### config.mk
export PLATFORM = sky130hd
export DESIGN_NAME = quantdeser_flat
export DESIGN_NICKNAME = d
export VERILOG_FILES = /design/src/rtl/quantdeser_if.sv /design/src/rtl/quantdeser.sv /design/src/flat_wrapper.sv
export SDC_FILE = /design/constraint.sdc
export NUM_CORES = 1
export LEC_CHECK = 0
export ABC_AREA = 1
export ABC_CLOCK_PERIOD_IN_PS = 3200
export CAP_MARGIN = 10
export CORE_AREA = 3 3 145 147
export DETAILED_ROUTE_END_ITERATION = 12
export DIE_AREA = 0 0 148 150
export PLACE_DENSITY_LB_ADDON = 0.1
export SYNTH_ARGS = -nofsm -noshare
export SYNTH_HDL_FRONTEND = slang
export SYNTH_SLANG_ARGS = --single-unit
### constraint.sdc
create_clock -name clk -period 3.2 [get_ports clk]
set_clock_uncertainty 0.1 [all_clocks]
set_input_delay 0.32 -clock clk [delete_from_list [all_inputs] [get_ports clk]]
set_output_delay 0.32 -clock clk [all_outputs]
set_load 0.03 [all_outputs]
### src/rtl/quantdeser_if.sv
// quantdeser_if: control, serial-in and parallel-out bundle of the deserializer
// master: drives start, bdin (precision-1), msbidx, signext, din (serial, MSB first)
// slave:  drives dout (aligned word), dvalid (one-cycle result strobe), busy (capturing)
interface quantdeser_if #(
  parameter int BDOUT = 32,
  parameter int BDINMAX = 32
);
  localparam int MAXBDOP = $clog2(BDOUT);
  localparam int MAXBDIP = $clog2(BDINMAX);
  logic start;
  logic [MAXBDIP-1:0] bdin;
  logic [MAXBDOP-1:0] msbidx;
  logic signext;
  logic din;
  logic [BDOUT-1:0] dout;
  logic dvalid;
  logic busy;
  modport master(output start, bdin, msbidx, signext, din, input dout, dvalid, busy);
  modport slave(input start, bdin, msbidx, signext, din, output dout, dvalid, busy);
endinterface

### src/rtl/quantdeser.sv
// quantdeser: captures a P-bit MSB-first serial value and aligns its MSB to dout[msbidx]
// clk: rising-edge clock; clr: synchronous active-high reset
// bus: quantdeser_if slave (start/bdin/msbidx/signext/din in, dout/dvalid/busy out)
module quantdeser #(
  parameter int BDOUT = 32,
  parameter int BDINMAX = 32
) (
  input logic clk,
  input logic clr,
  quantdeser_if.slave bus
);
  localparam int MAXBDOP = $clog2(BDOUT);
  localparam int MAXBDIP = $clog2(BDINMAX);
  typedef enum logic [1:0] {IDLE, SHIFT, DONE} state_t;
  state_t state;
  logic [BDINMAX-1:0] acc;
  logic [MAXBDIP-1:0] cnt, bd, bd_in;
  logic [MAXBDOP-1:0] ms;
  logic sx;
  logic [BDOUT-1:0] val, shifted, fill, aligned;
  // val includes the bit arriving on this edge, so the result is ready on the last sample edge
  always_comb begin
    bd_in = (int'(bus.bdin) >= BDINMAX - 1) ? MAXBDIP'(BDINMAX - 1) : bus.bdin;
    val = BDOUT'({acc[BDINMAX-2:0], bus.din});
    shifted = (ms >= MAXBDOP'(bd)) ? val << (ms - MAXBDOP'(bd)) : val >> (MAXBDOP'(bd) - ms);
    // mask of bits above msbidx; wraps to zero when msbidx is the top bit
    fill = (sx && val[bd]) ? ~((BDOUT'(2) << ms) - BDOUT'(1)) : '0;
    aligned = shifted | fill;
  end
  always_ff @(posedge clk) begin
    if (clr) begin
      state <= IDLE;
      acc <= '0;
      cnt <= '0;
      bd <= '0;
      ms <= '0;
      sx <= 1'b0;
      bus.dout <= '0;
      bus.dvalid <= 1'b0;
      bus.busy <= 1'b0;
    end else if (bus.start) begin
      state <= SHIFT;
      acc <= '0;
      cnt <= '0;
      bd <= bd_in;
      ms <= bus.msbidx;
      sx <= bus.signext;
      bus.dvalid <= 1'b0;
      bus.busy <= 1'b1;
    end else if (state == SHIFT) begin
      acc <= {acc[BDINMAX-2:0], bus.din};
      cnt <= cnt + MAXBDIP'(1);
      if (cnt == bd) begin
        state <= DONE;
        bus.dout <= aligned;
        bus.dvalid <= 1'b1;
        bus.busy <= 1'b0;
      end
    end else begin
      state <= IDLE;
      bus.dvalid <= 1'b0;
      bus.busy <= 1'b0;
    end
  end
endmodule

### src/flat_wrapper.sv
// flat-port wrapper written by rule: the top's interface ports become plain ports
module quantdeser_flat 
#(
  parameter int BDOUT = 32,
  parameter int BDINMAX = 32
)
  (clk, clr, bus_start, bus_bdin, bus_msbidx, bus_signext, bus_din, bus_dout, bus_dvalid, bus_busy);
  quantdeser_if #(.BDOUT(BDOUT), .BDINMAX(BDINMAX)) bus_i ();
  input logic clk;
  input logic clr;
  input wire logic [$bits(bus_i.start)-1:0] bus_start;
  input wire logic [$bits(bus_i.bdin)-1:0] bus_bdin;
  input wire logic [$bits(bus_i.msbidx)-1:0] bus_msbidx;
  input wire logic [$bits(bus_i.signext)-1:0] bus_signext;
  input wire logic [$bits(bus_i.din)-1:0] bus_din;
  output wire logic [$bits(bus_i.dout)-1:0] bus_dout;
  output wire logic [$bits(bus_i.dvalid)-1:0] bus_dvalid;
  output wire logic [$bits(bus_i.busy)-1:0] bus_busy;
  assign bus_i.start = bus_start;
  assign bus_i.bdin = bus_bdin;
  assign bus_i.msbidx = bus_msbidx;
  assign bus_i.signext = bus_signext;
  assign bus_i.din = bus_din;
  assign bus_dout = bus_i.dout;
  assign bus_dvalid = bus_i.dvalid;
  assign bus_busy = bus_i.busy;
  quantdeser #(.BDOUT(BDOUT), .BDINMAX(BDINMAX)) u_core (.clk(clk), .clr(clr), .bus(bus_i));
endmodule
==> metrics.md <==
| Metric | Value |
|---|---|
| Die area | `between 0.02 and 0.025 mm²` |
| Routed wire length | `roughly 32000 µm` |
| Leakage Power | `between 4 and 5 nW` |
| WP data arrival | `3.04 ns` |
| Crit share post-route | `90.73%` |
| Required time of the critical path | `3.33 ns` |
| Fin. Hold Viols | `0` |
| Core Util, Final | `roughly 45%` |
| Antenna cells | `0` |
| CTS tree | `yes` |
| Top cell type's share of synthesized area | `a little under a quarter` |
| Dpl cell area | `between 0.008 and 0.009 mm²` |
| Placed wire-length estimate | `around 24000 µm` |
| Routed wire per std cell | `about 18 µm` |
| Critical R2R Launch | `u_core.ms[0]` |
| Status | `completed` |
| Vias | `9564` |
| CTS Buf Count | `9` |
| Worst hold path class | `flop to flop` |
| Unrepaired setup endpoints after global routing | `no` |
| Filler cell count | `about 2.3k` |
| Site Rows | `52` |
| # DRC | `0` |
| R2r endpoint | `u_core.bus.dout[15]` |
| Setup WS post-layout | `just under 0.3 ns` |
| Clk_lat worst skew | `about 0.35 ns` |
| Seq/Total Area, Yosys | `20.56%` |
| Max Clock Freq | `about 340 MHz` |
| Vias per inst | `roughly 5.6` |
| Mapped cell area | `about 0.008 mm²` |
| Pre-antenna DRT Iters | `5` |
| Max-slew headroom | `65.73%` |
| Pwr per Cell Area | `between 500 and 600 mW/mm²` |
| Yosys cell types | `44` |
| Slew @ Worst Pin | `slightly above 0.5 ns` |
| Startpoint Class | `flop` |
| Hold_sp | `u_core.acc[30]` |
| GR Overflow Total | `0` |
| Die W | `148 µm` |
| CTS clock-pin slew for the worst setup and hold paths | `about 0.070 ns` |
| Setup_tns | `0 ns` |
| Min cycle time layout | `roughly 2.9 ns` |
| TritonCTS sink count | `between 80 and 90` |
| Drt first-iter violations | `932` |
| Area Overhead vs Synth | `13.17%` |
| R2R cell count | `15` |
| MaxCap Viol Count | `0` |
| CTS H-tree lvls | `3` |
| Setup Buffers After CTS | `0` |
| Dominant cell type by area after synthesis | `nand2_1` |
| Largest net degree at the start of global routing | `65` |
| Hold path cells | `2` |
| FF-to-FF setup slack | `just under 0.3 ns` |
| Ys async rst share | `0%` |
| RD Place Congestion | `roughly 0.95` |
| Max Slew Vio Count | `0` |
| Min-Delay Endpoint | `u_core.acc[30]` |
| Yosys warns | `0` |
| Antenna violations before repair | `0` |
| Non-filler cells, final | `roughly 1.7k` |
| Hold_ws | `approximately 0.43 ns` |
| Synth area leaders | `nand2_1 24%, dfxtp_1 21%, nand3_1 20%, nor2_1 6.3%, o21ai_0 5.8%` |
| #FFs+latches synth | `just over 80` |
| Setup violators final | `0` |
| Post-CTS Hold Buffers | `0` |
| Placed insts | `around 1.7k` |
| Critical path class | `flop to flop` |
| Post-Syn Instances | `1426` |
| Worst setup path start | `u_core.ms[0]` |
| Post-synth EDFFs | `0` |
| DP Worst Slack | `0.3490 ns` |
| Share of cells above drive strength 1 | `under 10%` |
| Post-route ant nets | `0` |
| IO Count | `49` |
| CP Max Fanout | `19` |
| Post-Syn Nets | `approximately 1.5k` |
| Clock buffer depth | `2` |
| Total Routing Usage GR | `between 20% and 30%` |
| Post_cts resized | `0` |
| Synthesized area per cell | `5.531 µm²` |
| Core Box Area | `around 0.020 mm²` |
| CP Capture Type | `flop` |
| Design Power | `roughly 4.6 mW` |
| Vias in the first global route | `8775` |
| Most common cell in the synthesized netlist | `nand2_1` |
| First-pass GRT wire length | `49730 µm` |
| Root Buffer | `clkbuf_16` |
| Post-layout nets | `around 1.5k` |
| Die height | `approximately 150 µm` |
| Most common library cells after synthesis | `497 x nand2_1, 308 x nand3_1, 133 x nor2_1` |
| VDD IR-drop max | `slightly above 0.3 mV` |
| Initial Utilization | `between 30% and 40%` |
| Buffers on Ports | `48` |
| Finished Cell Area | `0.008926 mm²` |
| Post-synth top flop | `dfxtp_1` |
## registers in the layout, summed over array words and instances, names as in the netlist
signal / count
u_core.cnt: 5
u_core.sx: 1
u_core.acc: 31
u_core.bd: 5
u_core.ms: 5
u_core.bus.dvalid: 1
u_core.bus.dout: 32
u_core.bus.busy: 1
## layout by cell type, fill, tap and decap left out, drive strengths merged, types with 17 or more instances in the layout
| cell type | count |
|---|---|
| nand2 | 503 |
| o21ai | 105 |
| inv | 58 |
| dfxtp | 81 |
| nand4 | 17 |
| buf | 40 |
| clkdlybuf4s50 | 48 |
| a21oi | 67 |
| nor2 | 149 |
| nand3 | 309 |
## power by group
| part | switching, mW | internal, mW | total (mW) |
|---|---|---|---|
| Clock | 0.460 | 0.621 | 1.08 |
| Combinational | 1.67 | 0.732 | 2.40 |
| Sequential | 0.0574 | 1.05 | 1.11 |
## routing by layer
metal,vias up,GRT usage [%],routed length [µm]
met5,-,0,0
met4,0,7.621,673
met3,41,4.755,2383
met2,365,44.17,13890
met1,4405,40.81,14750
li1,4753,-,-
## cell families (layout without fill, tap and decap cells)
| kind of cell | count (synthesis) | after routing | share of synthesized area (%) |
|---|---|---|---|
| and+or+nand+nor | 1000 | 1000 | 55.43 |
| adders and majority gates | 13 | 13 | 2.253 |
| DFF | 81 | 81 | 20.56 |
| xor gates and xnor gates | 10 | 10 | 1.444 |
| AOI/OAI and AO/OA | 180 | 180 | 11.74 |
| buffers and inverters | 142 | 162 | 8.582 |
## worst max path at each step
stage	to	depth (start not counted)	slack, ns
floorplan	u_core.bus.dout[2]	16	0.59
global placement	u_core.bus.dout[3]	15	0.38
detailed placement	u_core.bus.dout[15]	15	0.35
CTS	u_core.bus.dout[5]	13	0.34
global route	u_core.bus.dout[15]	15	0.03
finish	u_core.bus.dout[15]	15	0.30
## cell type report
class | instances | area [µm²] | area share, %
Sequential cell | 81 | 1622 | 18.17
Clock buffer | 10 | 239.0 | 2.677
Inverter | 59 | 224.0 | 2.509
Timing Repair Buffer | 88 | 843.3 | 9.448
Multi-Input combinational cell | 1203 | 5604 | 62.78
Clock inverter | 5 | 56.30 | 0.6308
Tap cell | 270 | 337.8 | 3.785
## worst max-delay path, cell delays in order, from the launching register on
cell	delay (ns)
dfxtp_1	0.37
inv_2	0.09
ha_1	0.20
inv_1	0.11
fa_1	0.43
inv_2	0.32
buf_4	0.25
nand3_1	0.16
nand3_1	0.12
nand2_1	0.09
nand2_1	0.06
nand2_1	0.06
nand2_1	0.06
nand2_1	0.05
nor2_1	0.21
a21oi_1	0.10
Note: power is estimated with default switching activity, not from simulation.
